===== src/rtl/pipe_fetch_seq_if.sv =====
// Fetch-to-pipeline-register bundle for pipe_fetch_seq.
// The slave side is the sequencer. The master side is whoever drives the fetched bytes and the condition flag.
interface pipe_fetch_seq_if;
  logic [7:0] if_byte;
  logic       if_valid;
  logic       flag_ok;
  logic [7:0] op_out;
  logic [7:0] od_out;
  logic       op_valid;
  logic       pc_inc;
  logic       stall;
  logic       flush;
  logic [1:0] state;

  modport slave (
    input  if_byte, if_valid, flag_ok,
    output op_out, od_out, op_valid, pc_inc, stall, flush, state
  );

  modport master (
    output if_byte, if_valid, flag_ok,
    input  op_out, od_out, op_valid, pc_inc, stall, flush, state
  );
endinterface


===== src/rtl/pipe_fetch_seq.sv =====
// Fetch-side sequencer for the RNBIP-2 pipeline.
// It assembles one-byte and two-byte instructions and issues each one the cycle after its last byte arrives.
// After a taken transfer it discards wrong-path bytes.
// Returns first wait out the stack-read latency, then discard wrong-path bytes.
module pipe_fetch_seq #(
  parameter int unsigned FLUSH_CYCLES = 2,
  parameter int unsigned MEM_LAT      = 1
) (
  input logic             clk,
  input logic             rst,
  pipe_fetch_seq_if.slave bus
);

  localparam int unsigned CNT_MAX = (FLUSH_CYCLES > MEM_LAT) ? FLUSH_CYCLES : MEM_LAT;
  localparam int unsigned CNT_W   = (CNT_MAX < 2) ? 1 : $clog2(CNT_MAX + 1);
  localparam logic [CNT_W-1:0] FLUSH_LOAD = CNT_W'(FLUSH_CYCLES - 1);
  localparam logic [CNT_W-1:0] WAIT_LOAD  = CNT_W'(MEM_LAT - 1);
  localparam logic [CNT_W-1:0] CNT_ZERO   = {CNT_W{1'b0}};
  localparam logic [CNT_W-1:0] CNT_ONE    = CNT_W'(1);

  typedef enum logic [1:0] {
    ST_RUN   = 2'd0,
    ST_OPND  = 2'd1,
    ST_WAIT  = 2'd2,
    ST_FLUSH = 2'd3
  } state_e;

  // Opcodes that are followed by an operand byte.
  function automatic logic is_two_byte(input logic [7:0] op);
    logic hi_imm;
    hi_imm = op[7] & op[3] & (op[6:4] != 3'b111);
    return (op == 8'h03) || (op == 8'h05) || (op[7:3] == 5'b00001) ||
           (op[7:3] == 5'b00110) || (op[7:3] == 5'b01011) || hi_imm;
  endfunction

  // Transfers that are taken whatever the flags are.
  function automatic logic is_uncond_xfer(input logic [7:0] op);
    return (op[7:3] == 5'b00000) && (op[2:0] >= 3'd3);
  endfunction

  // Transfers that are taken only when the condition field holds.
  function automatic logic is_cond_xfer(input logic [7:0] op);
    return (op[7:3] == 5'b00001) || (op[7:3] == 5'b00101) || (op[7:3] == 5'b00110) ||
           (op[7:3] == 5'b00111) || (op[7:3] == 5'b01001);
  endfunction

  function automatic logic xfer_taken(input logic [7:0] op, input logic ok);
    return is_uncond_xfer(op) | (is_cond_xfer(op) & ok);
  endfunction

  // RTU always pops the return address. RTC pops it only when taken.
  function automatic logic ret_taken(input logic [7:0] op, input logic ok);
    return (op == 8'h07) | ((op[7:3] == 5'b01001) & ok);
  endfunction

  state_e           state_q, state_d;
  logic [CNT_W-1:0] cnt_q, cnt_d;
  logic [7:0]       hold_q, hold_d;
  logic [7:0]       op_out_q, op_out_d;
  logic [7:0]       od_out_q, od_out_d;
  logic             op_valid_q, op_valid_d;
  logic             stall_q, stall_d;
  logic             flush_q, flush_d;
  logic             complete_s;
  logic [7:0]       cmpl_op_s;

  // Next-state, counter and issue logic; a completing instruction overrides the state chosen by the case.
  always_comb begin
    state_d    = state_q;
    cnt_d      = cnt_q;
    hold_d     = hold_q;
    od_out_d   = od_out_q;
    op_out_d   = 8'h00;
    op_valid_d = 1'b0;
    complete_s = 1'b0;
    cmpl_op_s  = 8'h00;

    case (state_q)
      ST_RUN: begin
        if (bus.if_valid) begin
          if (is_two_byte(bus.if_byte)) begin
            hold_d  = bus.if_byte;
            state_d = ST_OPND;
          end else begin
            complete_s = 1'b1;
            cmpl_op_s  = bus.if_byte;
          end
        end else begin
          state_d = ST_RUN;
        end
      end
      ST_OPND: begin
        if (bus.if_valid) begin
          od_out_d   = bus.if_byte;
          complete_s = 1'b1;
          cmpl_op_s  = hold_q;
        end else begin
          state_d = ST_OPND;
        end
      end
      ST_WAIT: begin
        if (cnt_q == CNT_ZERO) begin
          state_d = ST_FLUSH;
          cnt_d   = FLUSH_LOAD;
        end else begin
          cnt_d = cnt_q - CNT_ONE;
        end
      end
      ST_FLUSH: begin
        if (cnt_q == CNT_ZERO) begin
          state_d = ST_RUN;
        end else begin
          cnt_d = cnt_q - CNT_ONE;
        end
      end
      default: begin
        state_d = ST_RUN;
        cnt_d   = CNT_ZERO;
      end
    endcase

    if (complete_s) begin
      op_out_d   = cmpl_op_s;
      op_valid_d = 1'b1;
      if (ret_taken(cmpl_op_s, bus.flag_ok)) begin
        state_d = ST_WAIT;
        cnt_d   = WAIT_LOAD;
      end else if (xfer_taken(cmpl_op_s, bus.flag_ok)) begin
        state_d = ST_FLUSH;
        cnt_d   = FLUSH_LOAD;
      end else begin
        state_d = ST_RUN;
      end
    end else begin
      op_valid_d = 1'b0;
    end

    stall_d = (state_d == ST_WAIT);
    flush_d = (state_d == ST_FLUSH);
  end

  // State, counter and registered outputs; reset drops any half-assembled instruction.
  always_ff @(posedge clk) begin
    if (rst) begin
      state_q    <= ST_RUN;
      cnt_q      <= CNT_ZERO;
      hold_q     <= 8'h00;
      op_out_q   <= 8'h00;
      od_out_q   <= 8'h00;
      op_valid_q <= 1'b0;
      stall_q    <= 1'b0;
      flush_q    <= 1'b0;
    end else begin
      state_q    <= state_d;
      cnt_q      <= cnt_d;
      hold_q     <= hold_d;
      op_out_q   <= op_out_d;
      od_out_q   <= od_out_d;
      op_valid_q <= op_valid_d;
      stall_q    <= stall_d;
      flush_q    <= flush_d;
    end
  end

  assign bus.op_out   = op_out_q;
  assign bus.od_out   = od_out_q;
  assign bus.op_valid = op_valid_q;
  assign bus.stall    = stall_q;
  assign bus.flush    = flush_q;
  assign bus.state    = state_q;
  assign bus.pc_inc   = bus.if_valid & ((state_q == ST_RUN) | (state_q == ST_OPND)) & ~rst;

endmodule


===== src/flat_wrapper.sv =====
// flat-port wrapper written by rule: the top's interface ports become plain ports
module pipe_fetch_seq_flat 
#(
  parameter int unsigned FLUSH_CYCLES = 2,
  parameter int unsigned MEM_LAT      = 1
)
  (clk, rst, bus_if_byte, bus_if_valid, bus_flag_ok, bus_op_out, bus_od_out, bus_op_valid, bus_pc_inc, bus_stall, bus_flush, bus_state);
  pipe_fetch_seq_if bus_i ();
  input logic clk;
  input logic rst;
  input wire logic [$bits(bus_i.if_byte)-1:0] bus_if_byte;
  input wire logic [$bits(bus_i.if_valid)-1:0] bus_if_valid;
  input wire logic [$bits(bus_i.flag_ok)-1:0] bus_flag_ok;
  output wire logic [$bits(bus_i.op_out)-1:0] bus_op_out;
  output wire logic [$bits(bus_i.od_out)-1:0] bus_od_out;
  output wire logic [$bits(bus_i.op_valid)-1:0] bus_op_valid;
  output wire logic [$bits(bus_i.pc_inc)-1:0] bus_pc_inc;
  output wire logic [$bits(bus_i.stall)-1:0] bus_stall;
  output wire logic [$bits(bus_i.flush)-1:0] bus_flush;
  output wire logic [$bits(bus_i.state)-1:0] bus_state;
  assign bus_i.if_byte = bus_if_byte;
  assign bus_i.if_valid = bus_if_valid;
  assign bus_i.flag_ok = bus_flag_ok;
  assign bus_op_out = bus_i.op_out;
  assign bus_od_out = bus_i.od_out;
  assign bus_op_valid = bus_i.op_valid;
  assign bus_pc_inc = bus_i.pc_inc;
  assign bus_stall = bus_i.stall;
  assign bus_flush = bus_i.flush;
  assign bus_state = bus_i.state;
  pipe_fetch_seq #(.FLUSH_CYCLES(FLUSH_CYCLES), .MEM_LAT(MEM_LAT)) u_core (.clk(clk), .rst(rst), .bus(bus_i));
endmodule

===== config.mk =====
export PLATFORM = sky130hd
export DESIGN_NAME = pipe_fetch_seq_flat
export DESIGN_NICKNAME = d
export VERILOG_FILES = /design/src/rtl/pipe_fetch_seq_if.sv /design/src/rtl/pipe_fetch_seq.sv /design/src/flat_wrapper.sv
export SDC_FILE = /design/constraint.sdc
export NUM_CORES = 1
export LEC_CHECK = 0
export CORE_ASPECT_RATIO = 0.8
export CORE_MARGIN = 1.5
export CORE_UTILIZATION = 40
export CTS_BUF_LIST = sky130_fd_sc_hd__clkbuf_4
export CTS_CLUSTER_DIAMETER = 120
export CTS_CLUSTER_SIZE = 16
export DETAILED_ROUTE_END_ITERATION = 10
export MAX_ROUTING_LAYER = met4
export PLACE_DENSITY = 0.65
export RECOVER_POWER = 25
export SETUP_SLACK_MARGIN = 0.4
export SLEW_MARGIN = 20
export SYNTH_ARGS = -nofsm -noshare
export SYNTH_HDL_FRONTEND = slang
export SYNTH_SLANG_ARGS = --single-unit
export TNS_END_PERCENT = 100

===== constraint.sdc =====
create_clock -name clk -period 2.8 [get_ports clk]
set_clock_uncertainty 0.2 [all_clocks]
set_input_delay 0.42 -clock clk [delete_from_list [all_inputs] [get_ports clk]]
set_output_delay 0.42 -clock clk [all_outputs]
set_load 0.03 [all_outputs]

# Word-level counts from Yosys, hierarchy flattened
# Cells that the tools add are included.
word_totals:
  register_bits: 31
  out_inout_bits: 22
  wordCells: 78
  in_bits: 12
op_classes:
  eq_ne: 17
  reduce_logical: 16
  n_bitwise: 11
  n_addsub: 1
  mux: 24
  n_lt_le_gt_ge: 1
ops:
  columns: ["cell", "count"]
  rows:
  - ["2-bit 2-to-1 mux", 13]
  - ["8-bit 2-to-1 mux", 3]
  - ["5-bit by 3-bit == test with 1-bit output (second input constant)", 4]
  - ["8-bit by 3-bit == test with 1-bit output (second input constant)", 2]
  - ["8-bit case mux with 2 select lines", 1]
  - ["5-bit by 1-bit == test with 1-bit output (second input constant)", 2]
  - ["5-bit by 4-bit == test with 1-bit output (second input constant)", 2]
  - ["1-bit logical OR", 9]
  - ["2-bit == test (second input constant)", 4]
  - ["8-bit by 2-bit == test with 1-bit output (second input constant)", 1]
  - ["2-bit case mux with 4 select lines", 1]
  - ["1-bit bitwise AND", 6]
  - ["5-bit zero test", 1]
  - ["2-bit zero test", 2]
  - ["1-bit 2-to-1 mux", 4]
  - ["2-bit case mux with 2 select lines", 1]
  - ["3-bit by 2-bit >= comparator with 1-bit output (second input constant)", 1]
  - ["3-bit inequality test (second input constant)", 1]
  - ["1-bit OR", 3]
  - ["3-bit AND reduction", 1]
  - ["2-bit by 1-bit == test with 1-bit output (second input constant)", 1]
  - ["1-bit NOT", 2]
  - ["1-bit case mux with 2 select lines", 1]
  - ["2-bit AND reduction", 1]
  - ["other kinds (3)", 3]

# Depth between registers and ports, before layout
depth:
  depth_word: 20
  ltp_mapped: 8
  mapped_depth_nobuf: 6

# Worst setup path after synthesis
# No wires, ideal clock.
synth_path:
  path_kind: "flip-flop to flip-flop"
  start: "register u_core.state_q[1] (netlist: u_core.bus.state[1])"
  end: "register u_core.cnt_q[1]"
  synth_period_minus_slack_ps: 2210
  n_path_buf: 1
  arrival_ps: 1895
  path_slack_ps: 590
  stages_incl_launch_ff: 7
  setup_ps: 116
  required_time_ps: 2484
  path_cell_list: "dfxtp_1 > nand2b_1 > buf_4 > o41a_1 > and2_4 > o32a_4 > and3_1"
synth_between:
  elab_chain_len: 12
  elab_cells_between_ends: 27
  cone_classes: "1 x order compare; 9 x eq/ne; 6 x mux; 4 x bitwise; 7 x reduce/logical"
synth_lines:
  columns: ["item", "line", "source"]
  rows:
  - ["from (decl)", "pipe_fetch_seq.sv:56", "state_e state_q, state_d;"]
  - ["from (signal assigned)", "pipe_fetch_seq.sv:154", "state_q <= state_d;"]
  - ["2-bit by 1-bit == test with 1-bit output / 2-bit zero test (equally long branches)", "pipe_fetch_seq.sv:78", "case (state_q)"]
  - ["8-bit case mux with 2 select lines", "pipe_fetch_seq.sv:78", null]
  - ["5-bit by 1-bit == test with 1-bit output / 5-bit by 3-bit == test with 1-bit output (equally long branches)", "pipe_fetch_seq.sv:43", "return (op[7:3] == 5'b00001) || (op[7:3] == 5'b00101) || (op[7:3] == 5'b00110) ||"]
  - ["1-bit logical OR (3 in series)", "pipe_fetch_seq.sv:43", null]
  - ["1-bit logical OR", "pipe_fetch_seq.sv:44", "(op[7:3] == 5'b00111) || (op[7:3] == 5'b01001);"]
  - ["1-bit bitwise AND", "pipe_fetch_seq.sv:48", "return is_uncond_xfer(op) | (is_cond_xfer(op) & ok);"]
  - ["1-bit OR", "pipe_fetch_seq.sv:48", null]
  - ["2-bit 2-to-1 mux", "pipe_fetch_seq.sv:128", "end else if (xfer_taken(cmpl_op_s, bus.flag_ok)) begin"]
  - ["2-bit 2-to-1 mux", "pipe_fetch_seq.sv:125", "if (ret_taken(cmpl_op_s, bus.flag_ok)) begin"]
  - ["2-bit 2-to-1 mux (*)", "pipe_fetch_seq.sv:122", "if (complete_s) begin"]
  - ["to (signal assigned)", "pipe_fetch_seq.sv:155", "cnt_q <= cnt_d;"]
  - ["to (decl)", "pipe_fetch_seq.sv:57", "logic [CNT_W-1:0] cnt_q, cnt_d;"]
# Mark *: on every way between the ends. The rest lies on a longest branch, timed or not.
# A chain may end at the register's enable or synchronous reset.

# Final worst setup path
layout_path:
  start: "input port bus_if_byte[5]"
  end: "register u_core.cnt_q[1]"
layout_between:
  elab_chain_len: 19
  elab_cells_between_ends: 38
  cone_classes: "1 x order compare; 12 x eq/ne; 9 x mux; 5 x bitwise; 11 x reduce/logical"
layout_lines:
  columns: ["item", "line", "source"]
  rows:
  - ["from (decl)", "flat_wrapper.sv:11", "input wire logic [$bits(bus_i.if_byte)-1:0] bus_if_byte;"]
  - ["8-bit by 2-bit == test with 1-bit output / 8-bit by 3-bit == test with 1-bit output (equally long branches)", "pipe_fetch_seq.sv:32", "return (op == 8'h03) || (op == 8'h05) || (op[7:3] == 5'b00001) ||"]
  - ["1-bit logical OR (3 in series)", "pipe_fetch_seq.sv:32", null]
  - ["1-bit logical OR (2 in series)", "pipe_fetch_seq.sv:33", "(op[7:3] == 5'b00110) || (op[7:3] == 5'b01011) || hi_imm;"]
  - ["8-bit 2-to-1 mux", "pipe_fetch_seq.sv:81", "if (is_two_byte(bus.if_byte)) begin"]
  - ["8-bit 2-to-1 mux", "pipe_fetch_seq.sv:80", "if (bus.if_valid) begin"]
  - ["8-bit case mux with 2 select lines", "pipe_fetch_seq.sv:78", null]
  - ["5-bit by 1-bit == test with 1-bit output / 5-bit by 3-bit == test with 1-bit output (equally long branches)", "pipe_fetch_seq.sv:43", null]
  - ["1-bit logical OR (3 in series)", "pipe_fetch_seq.sv:43", null]
  - ["1-bit logical OR", "pipe_fetch_seq.sv:44", null]
  - ["1-bit bitwise AND", "pipe_fetch_seq.sv:48", null]
  - ["1-bit OR", "pipe_fetch_seq.sv:48", null]
  - ["2-bit 2-to-1 mux", "pipe_fetch_seq.sv:128", null]
  - ["2-bit 2-to-1 mux", "pipe_fetch_seq.sv:125", null]
  - ["2-bit 2-to-1 mux (*)", "pipe_fetch_seq.sv:122", null]
# Marked as above.

==> Implementation_results.wiki <==
{| class="wikitable"
! Metric !! Value
|-
| Run status || complete, no violations
|-
| Type of the worst setup path || input pin to register
|-
| Effective utilization at floorplan || 42.0%
|-
| Via count || 1,612
|-
| Number of detailed-routing iterations run before antenna repair || 4
|-
| Buffers inserted during post-CTS setup optimization || 0
|-
| Detailed Route Iter0 Violations || 94
|-
| Clock H-tree levels || 2
|-
| Weighted congestion reported at the end of routability-driven placement || 0.942
|-
| Rel. slew slack || 70.5%
|-
| Wire length of the first global-routing pass || 6.96 mm
|-
| Final critical-path required period || 2.52 ns
|-
| P&R area growth vs syn || 36.8%
|-
| Setup TNS || 0 ns
|-
| Number of global-route vias before repair || 1,474
|-
| Placed cell count || 291
|-
| Maximum clock rate || 0.397 GHz
|-
| Total half-perimeter wirelength after legalization and detailed placement || 3.26 mm
|-
| Total routing resource utilization after global routing || 21.4%
|-
| Avg Inst Size Synth || 8.40 µm²
|-
| Hold Path Depth || 2
|-
| Via density per instance || 5.39
|-
| Setup repair after global routing missed its margin || false
|-
| Final core utilization || 57.4%
|-
| Number of antenna repair diodes || 0
|-
| Cell Pwr Density || 514 mW/mm²
|-
| Cell row count || 20
|-
| Peak supply drop || 0.000299 V
|-
| Post-Syn Nets || 202
|-
| Detailed-route wire length || 4.30 mm
|-
| Capturing element type of the critical path || register
|-
| Maximum clock insertion buffer count || 2
|-
| Number of pins exceeding their max-slew limit in the final report || 0
|-
| Maximum Capacitance Violations || 0
|-
| Hold Crit Start || u_core.bus.od_out[1]
|-
| Main synth FF type || dfxtp_1
|-
| Syn Inst Count || 190
|-
| Yosys warning total || 0
|-
| Remaining routing DRC violations || 0
|-
| Seq/Total Area, Yosys || 38.9%
|-
| GRT overflow || 0
|-
| Clock-pin slew on the worst setup and hold paths || 0.09 ns
|-
| Count of cells along the worst register-to-register path || 6
|-
| Leakage power figure || 0.817 nW
|-
| Average wire length per cell after detail routing || 14.4 µm
|-
| Worst Hold Path EP || u_core.bus.od_out[1]
|-
| Number of standard cells in the final layout excluding fillers || 299
|-
| Placeable core area || 0.00380 mm²
|-
| Synthesis-stage register bit count || 31
|-
| Number of I/O pins || 34
|-
| Launching element type of the critical path || input pin
|-
| CTS tree || built
|-
| Number of enable-type register cells in the synthesized netlist || 0
|-
| Clock root cell || clkbuf_4
|-
| Hold Buf Count CTS || 0
|-
| R2R Setup Slk || 0.65 ns
|-
| Number of buffers created by CTS || 5
|-
| Num Clock Sinks || 31
|-
| Required @ worst endpoint || 2.82 ns
|-
| Pin count of the biggest net entering global routing || 23
|-
| Tcrit/Tclk final || 89.9%
|-
| Number of distinct standard cells referenced by the synthesized netlist || 52
|-
| Width of the die || 73.6 µm
|-
| Path type of the worst min-delay path || register to register
|-
| Slew at the pin closest to its max-slew limit || 0.438 ns
|-
| Largest fanout on the critical path || 7
|-
| Start point of the critical path || bus_if_byte[5]
|-
| R2r endpoint || u_core.cnt_q[1]
|-
| Initial antenna violation count || 0
|-
| # nets final || 255
|-
| Data arrival at the endpoint of the critical path || 2.53 ns
|-
| Input/output buffers || 33
|-
| Final-report hold violation count || 0
|-
| Area of the die || 0.00438 mm²
|-
| Detail Route Antenna Nets || 0
|-
| Fraction of layout instances using a drive strength above 1 || 21.3%
|-
| Height of the die || 59.5 µm
|-
| Async set or reset register ratio after synthesis || 0%
|-
| Crit Reg-Reg Startpoint || u_core.bus.state[1]
|-
| PnR Total Power || 1.12 mW
|-
| Endpoints failing setup || 0
|-
| Cell Area, Synth || 0.00160 mm²
|-
| Insertion delay to the later sink of the worst-skew pair || 0.31 ns
|}
-- critical path, cell delays in order --
cell,delay (ns)
dlygate4sd3_1,0.58
buf_4,0.18
nor2_1,0.18
o221a_2,0.29
a21oi_1,0.09
a2111o_1,0.43
o21a_1,0.21
and3_1,0.14
-- cells in the mapped netlist (2+ instances only) --
master,instances,area (µm²)
dfxtp_1,31,621
o21ai_0,8,40.0
or2_1,2,12.5
nor2_1,19,71.3
clkbuf_1,2,7.51
inv_1,4,15.0
and3_1,3,18.8
a2111o_1,2,22.5
nand2_1,29,109
buf_6,3,33.8
a31oi_1,3,18.8
mux2i_1,8,80.1
inv_2,2,7.51
nand4_1,2,12.5
a21oi_1,18,90.1
nand2b_1,2,12.5
a311oi_1,2,17.5
o221a_2,2,22.5
buf_4,4,30.0
and2_1,2,12.5
xor2_1,2,17.5
o211ai_1,4,30.0
nand3_1,5,25.0
nor2b_1,2,12.5
nor4_1,2,12.5
-- power breakdown --
part           internal [mW]  switching, mW  leakage [nW]
sequential             0.472         0.0223         0.252
combinational          0.161          0.213         0.529
clock                  0.117          0.139        0.0361
-- cells by family after synthesis --
logic type,after synthesis,share of synthesized area [%]
DFF,31,38.9
xor gates and xnor gates,3,1.65
buffers and inverters,17,6.74
muxes,8,5.02
and+or+nand+nor,79,24.5
AOI/OAI and AO/OA,52,23.3
-- layer usage --
metal  global-route usage, %  vias to the layer above  part of all wire, %
met5                       -                        -                    0
met4                    6.61                        0                  1.7
met3                    5.44                       10                  6.3
met2                    31.7                       67                   45
met1                    28.7                      747                   47
li1                        -                      788                    -
-- cell type report --
type / count / area (µm²)
clock buffer: 7 / 52.6
tap: 55 / 68.8
timing repair buffer: 57 / 512
multi-input combinational: 142 / 903
sequential: 31 / 621
inverter: 6 / 22.5
clock inverter: 1 / 5.00
fill: 361 / 1620
-- metrics by stage --
stage,hold WS [ns],setup WS (ns),instance area [µm²]
floorplan,0.257,0.590,1600
global placement,0.244,-0.0588,2100
detailed placement,0.250,-0.00156,2100
CTS,0.263,0.425,2160
global route,0.285,0.225,2180
finish,0.258,0.284,2180
-- cell usage in the layout (no fill, tap or decap), types with 2 or more instances in the layout --
| cell | Yosys | final |
|---|---|---|
| dfxtp_1 | 31 | 31 |
| nand2_1 | 29 | 29 |
| clkdlybuf4s50_1 | 0 | 25 |
| buf_4 | 4 | 21 |
| nor2_1 | 19 | 18 |
| a21oi_1 | 18 | 18 |
| mux2i_1 | 8 | 8 |
| clkbuf_4 | 0 | 8 |
| o21ai_0 | 8 | 7 |
| nand3_1 | 5 | 5 |
| o211ai_1 | 4 | 4 |
| inv_1 | 4 | 4 |
| and3_1 | 3 | 3 |
| dlygate4sd3_1 | 0 | 3 |
| dlygate4sd2_1 | 0 | 3 |
| nor2_2 | 1 | 2 |
| inv_2 | 2 | 2 |
| xor2_1 | 2 | 2 |
| nor2b_1 | 2 | 2 |
| or2_1 | 2 | 2 |
| o221a_2 | 2 | 2 |
| and2_1 | 2 | 2 |
| a31oi_1 | 3 | 2 |
| o21ai_1 | 1 | 2 |
| nand4_1 | 2 | 2 |
| nor4_1 | 2 | 2 |
| a31oi_2 | 1 | 2 |
| a2111o_1 | 2 | 2 |
| clkbuf_1 | 2 | 2 |
-- state kept, by name, summed over array words and instances (netlist names) --
signal,flops
u_core.bus.od_out,8
u_core.bus.op_out,8
u_core.hold_q,8
u_core.bus.state,2
u_core.cnt_q,2
u_core.bus.flush,1
u_core.bus.op_valid,1
u_core.bus.stall,1
-- worst max-delay path by stage --
stage | slack, ns | to
5_1_grt | 0.23 | u_core.bus.state[0]
6_report | 0.28 | u_core.cnt_q[1]
3_5_place_dp | -0.002 | u_core.cnt_q[1]
2_1_floorplan | 0.59 | u_core.cnt_q[1]
3_3_place_gp | -0.06 | u_core.cnt_q[1]
4_1_cts | 0.43 | u_core.cnt_q[1]
-- what timing repair did --
| action | in CTS | in global routing |
|---|---|---|
| endpoints found under the setup margin | 6 | 6 |
| resized for setup | 4 | 9 |
| pin swaps | 0 | 1 |
Note: power is estimated with default switching activity, not from simulation.
